$ cat src/rtl/delay_tap_ctrl.sv
// Selectable-tap delay line (0..3 accepted samples) with a guarded tap switch.
// Optional macro DELAY_TAP_CTRL_STATS_EN adds the out_cnt valid-output counter.
module delay_tap_ctrl #(
  parameter int GUARD = 2
) (
  input  logic       clk,
  input  logic       rst,
  input  logic       in_valid,
  input  logic [7:0] in_data,
  input  logic       flush,
  input  logic       cfg_valid,
  input  logic [1:0] cfg_tap,
  output logic       cfg_ready,
  output logic       out_valid,
  output logic [7:0] out_data,
  output logic [1:0] tap_cur,
  output logic       busy,
`ifdef DELAY_TAP_CTRL_STATS_EN
  output logic [15:0] out_cnt,
`endif
  output logic [1:0] dbg_state
);

  typedef enum logic [1:0] {
    IDLE   = 2'd0,
    SWITCH = 2'd1,
    RUN    = 2'd2
  } state_t;

  localparam logic [3:0] GUARD_LD = 4'(GUARD - 1);

  state_t     r_state;
  logic [1:0] r_tap;
  logic [3:0] r_guard;
  logic       r_busy;
  logic       r_cfg_ready;
  logic [7:0] r_s1, r_s2, r_s3;
  logic [2:0] r_v;            // r_v[0]=v1, r_v[1]=v2, r_v[2]=v3
  logic       w_cfg_acc;
  logic       w_out_valid;
  logic [7:0] w_out_data;

  // Handshake: a cfg transfer happens on any rising edge where cfg_valid and
  // cfg_ready are both high; cfg_tap is sampled on that edge only.
  assign w_cfg_acc = cfg_valid & r_cfg_ready;

  always_ff @(posedge clk or posedge rst) begin
    if (rst) begin
      r_state     <= IDLE;
      r_tap       <= 2'd0;
      r_guard     <= 4'd0;
      r_busy      <= 1'b0;
      r_cfg_ready <= 1'b1;
    end else begin
      case (r_state)
        IDLE: begin
          if (w_cfg_acc) begin
            r_tap       <= cfg_tap;
            r_guard     <= GUARD_LD;
            r_state     <= SWITCH;
            r_busy      <= 1'b1;
            r_cfg_ready <= 1'b0;
          end
        end
        SWITCH: begin
          if (r_guard == 4'd0) begin
            r_state     <= RUN;
            r_busy      <= 1'b0;
            r_cfg_ready <= 1'b1;
          end else begin
            r_guard <= r_guard - 4'd1;
          end
        end
        RUN: begin
          // A same-tap request is still accepted but leaves the FSM in RUN.
          if (w_cfg_acc && (cfg_tap != r_tap)) begin
            r_tap       <= cfg_tap;
            r_guard     <= GUARD_LD;
            r_state     <= SWITCH;
            r_busy      <= 1'b1;
            r_cfg_ready <= 1'b0;
          end
        end
        default: begin
          r_state     <= IDLE;
          r_busy      <= 1'b0;
          r_cfg_ready <= 1'b1;
        end
      endcase
    end
  end

  always_ff @(posedge clk or posedge rst) begin
    if (rst) begin
      r_s1 <= 8'd0;
      r_s2 <= 8'd0;
      r_s3 <= 8'd0;
      r_v  <= 3'b000;
    end else if (in_valid) begin
      r_s1 <= in_data;
      r_s2 <= r_s1;
      r_s3 <= r_s2;
      r_v  <= flush ? 3'b001 : {r_v[1:0], 1'b1};
    end else if (flush) begin
      r_v <= 3'b000;
    end
  end

  // Output path is combinational so tap 0 has zero latency.
  always_comb begin
    w_out_valid = 1'b0;
    w_out_data  = 8'd0;
    if (r_state == RUN) begin
      case (r_tap)
        2'd0: begin
          w_out_valid = in_valid;
          w_out_data  = in_data;
        end
        2'd1: begin
          w_out_valid = in_valid & r_v[0];
          w_out_data  = r_s1;
        end
        2'd2: begin
          w_out_valid = in_valid & r_v[1];
          w_out_data  = r_s2;
        end
        default: begin
          w_out_valid = in_valid & r_v[2];
          w_out_data  = r_s3;
        end
      endcase
    end
  end

  assign out_valid = w_out_valid;
  assign out_data  = w_out_data;
  assign tap_cur   = r_tap;
  assign busy      = r_busy;
  assign cfg_ready = r_cfg_ready;
  assign dbg_state = r_state;

`ifdef DELAY_TAP_CTRL_STATS_EN
  logic [15:0] r_cnt;

  always_ff @(posedge clk or posedge rst) begin
    if (rst) begin
      r_cnt <= 16'd0;
    end else if (w_cfg_acc) begin
      r_cnt <= 16'd0;
    end else if (w_out_valid && (r_cnt != 16'hFFFF)) begin
      r_cnt <= r_cnt + 16'd1;
    end
  end

  assign out_cnt = r_cnt;
`endif

endmodule

$ cat config.mk
export PLATFORM = sky130hd
export DESIGN_NAME = delay_tap_ctrl
export DESIGN_NICKNAME = d
export VERILOG_FILES = /design/src/rtl/delay_tap_ctrl.sv
export SDC_FILE = /design/constraint.sdc
export NUM_CORES = 1
export LEC_CHECK = 0
export ABC_AREA = 0
export ABC_CLOCK_PERIOD_IN_PS = 4550
export CAP_MARGIN = 30
export CELL_PAD_IN_SITES_DETAIL_PLACEMENT = 1
export CELL_PAD_IN_SITES_GLOBAL_PLACEMENT = 1
export CORE_ASPECT_RATIO = 1.25
export CORE_MARGIN = 4
export CORE_UTILIZATION = 44
export CTS_CLUSTER_SIZE = 20
export DETAILED_ROUTE_END_ITERATION = 6
export GPL_TIMING_DRIVEN = 1
export MAX_ROUTING_LAYER = met4
export PLACE_DENSITY = 0.92
export SLEW_MARGIN = 15
export SYNTH_ARGS = -nofsm -noshare
export SYNTH_HDL_FRONTEND = slang
export SYNTH_SLANG_ARGS = --single-unit
$ cat constraint.sdc
create_clock -name clk -period 4.55 [get_ports clk]
set_input_delay 0.91 -clock clk [delete_from_list [all_inputs] [get_ports clk]]
set_output_delay 0.91 -clock clk [all_outputs]
set_load 0.005 [all_outputs]
==> flow_metrics.py <==
metrics = {
    "status": {
        "outcome": "finished, final reports clean",
    },
    "sta": {
        "whs_ps": 516.7,
        "fin_crit_ps": 3464,
        "fin_tns_setup_ps": 0,
        "setup_viol": 0,
        "fin_skew_ps": 5.589,
        "relSlewSlack_pct": 58.30,
        "rsz0062_at_grt": "no",
        "maxSlewViolCount": 0,
        "period_share_pct": 76.14,
        "hold_viol_final": 0,
        "max_freq_mhz": 288.7,
        "worst_pin_slew_ps": 625.5,
    },
    "grt": {
        "use_met1_pct": 21.62,
        "grtUsageMet3_pct": 3.253,
        "grt_antenna_before_repair": 0,
        "grt_max_degree": 38,
        "track_usage_pct": 19.68,
        "grt_pass1_wl_um": 7569,
        "first_global_vias": 1549,
        "met2_usage_pct": 35.41,
        "busiest_layer": "met2",
        "overflow": 0,
    },
    "clock_network": {
        "cts_resized": 0,
        "numCtsBuffers": 5,
        "clk_path_buf_depth": 2,
        "clkTransAtPathRegs_ps": 60,
        "htreeDepth": 2,
        "cts_root_buf": "clkbuf_8",
        "cts_sinks": 37,
        "clk_latency_ps": 290,
        "cts_hold_buf": 0,
        "postCtsSetupBuffers": 0,
        "cts_tree": "done",
    },
    "synth": {
        "synth.distinct_cells": 31,
        "synth.largest_area_cell": "dfrtp_1",
        "synth_edf_count": 0,
        "synth_cells": 157,
        "synth-seq-area-share_pct": 51.85,
        "postSynthAreaPerCell_um2": 11.39,
        "ys_warn_count": 0,
        "yosysMostFrequentCell": "dfrtp_1",
        "ys_async_sr_fraction_pct": 100.0,
        "synth_top_area_share_pct": 50.38,
        "synthTopCellsByCount": "36 x dfrtp_1, 25 x mux2_2, 24 x nor2_1",
        "syn_nets": 177,
        "syn_area_mm2": 0.001788,
        "ys_seq_elements": 37,
        "synth_area_leaders": "dfrtp_1 50%, mux2_2 16%, nor2_1 5.0%",
        "ys.flop_type": "dfrtp_1",
    },
    "drt": {
        "avgRoutedWirePerCell_um": 18.74,
        "drc": 0,
        "via_per_inst": 5.604,
        "via_count": 1345,
        "wl_um": 4497,
        "first_iter_violations": 69,
        "firstDrtPassIters": 5,
        "drtAntennaViolNets": 0,
    },
    "run": {
        "max_cap_viol_count": 0,
    },
    "finish": {
        "drive_gt1_share_pct": 20.97,
        "area_delta_synth_final_pct": 23.72,
        "antenna_cells": 0,
        "postLayoutCoreUtil_pct": 57.50,
        "nNetsFinal": 206,
    },
    "placement": {
        "place_congestion": 0.7542,
        "portBuffers": 29,
        "dp_hpwl_um": 3196,
    },
    "worst_setup_path": {
        "cp.depth": 6,
        "r2r_slack_ps": 2550,
        "critical-path-top-delay-family": "buffers and inverters",
        "r2r-start": "dbg_state[0]",
        "max_stage_delay_ps": 470,
        "critPathCapture": "out_data[0]",
        "arrival_ps": 2550,
        "cp-start-kind": "input pin",
        "critPathBufInv": 2,
        "endpoint_kind": "output pin",
        "cp-startpoint": "in_data[0]",
        "worstPathMaxFanout": 2,
        "rr_worst_depth": 4,
        "critPathKind": "in -> out",
        "r2r_end": "r_guard[1]",
        "path_cells": "clkdlybuf4s50_1, a222oi_1, nor2_1, a21oi_1, nor2_1, clkdlybuf4s50_1",
        "cp.required_ps": 3640,
        "slowest_stage": "clkdlybuf4s50_1",
    },
    "floorplan": {
        "num_rows": 25,
        "die-area_mm2": 0.005154,
        "die_width_um": 65.02,
        "core_mm2": 0.003847,
        "die_y_um": 79.27,
        "ioPinCount": 30,
        "initial_utilization_pct": 46.47,
    },
    "power_and_ir_drop": {
        "p_per_area_mw_per_mm2": 330.3,
        "ir_worst_vdd_mv": 0.2082,
        "p_leak_nw": 0.9209,
    },
    "worst_hold_path": {
        "hold_class": "reg -> reg",
    },
}
==> worst min-delay path by stage <==
stage | from | end | slack, ps | cells after the start
2_1_floorplan | r_v[0] | r_v[0] | 470 | 1
3_3_place_gp | busy | busy | 490 | 1
3_5_place_dp | r_s3[0] | r_s3[0] | 500 | 1
4_1_cts | r_s3[0] | r_s3[0] | 520 | 1
5_1_grt | r_s3[2] | r_s3[2] | 550 | 1
6_report | r_s3[0] | r_s3[0] | 520 | 1
==> report_power, final <==
group	internal, mW	switching (mW)
sequential	0.363	0.0233
combinational	0.0705	0.0421
clock	0.120	0.112
==> cells by family after synthesis <==
kind of cell	synth area share [%]
DFF	51.85
muxes	18.26
and+or+nand+nor	9.797
adders and majority gates	3.499
AOI/OAI and AO/OA	12.39
buffers and inverters	3.219
xor gates and xnor gates	0.9799
==> metal layers <==
metal | part of all wire (%) | vias up
met5 | 0 | -
met2 | 57 | 36
met3 | 3.4 | 7
met4 | 1.4 | 0
met1 | 38 | 689
li1 | - | 613
==> flip-flops by register name, summed over array words and instances (netlist names) <==
register   cells
r_s1           8
r_s3           8
r_guard        4
r_v            3
r_s2           8
cfg_ready      1
dbg_state      2
busy           1
tap_cur        2
==> cells in the final DEF, fill, tap and decap left out <==
master	Yosys	layout
a21oi_1	11	11
or3_1	1	1
mux2_2	25	25
o22ai_1	1	1
nor3_1	1	1
a22oi_1	1	1
xor2_1	2	2
nand2_1	6	6
mux2i_1	3	3
nand3_1	1	1
clkbuf_8	0	6
clkbuf_1	6	1
o21a_1	1	1
nor2_1	24	24
or3b_4	1	1
a21o_1	1	1
and2_4	1	1
o21a_4	1	1
dfrtp_1	36	36
dfstp_2	1	1
a22o_1	2	2
nand2b_1	2	2
nor2b_1	1	1
buf_4	0	2
clkdlybuf4s50_1	0	29
mux2_4	1	1
o21ai_0	3	3
a222oi_1	8	8
ha_1	5	5
a22o_2	1	1
nor3b_1	1	1
inv_1	6	6
==> metrics by stage <==
stage                     power [mW]  area, µm²  setup slack, ps  instances
after floorplan               0.4425       1788             1929        157
after global placement        0.4941       2126             1201        233
after detailed placement      0.5049       2126             1142        233
after CTS                     0.7371       2212             1058        240
after global routing          0.7703       2212            988.7        240
final                         0.7306       2212             1086        240
==> layout make-up <==
class,count,area (µm²)
timing repair buffer,31,305.3
clock buffer,7,86.33
multi-input combinational,105,803.3
inverter,6,22.52
sequential,37,927.1
tap,54,67.56
fill,421,1635
Power figures use the tool's default switching activity.
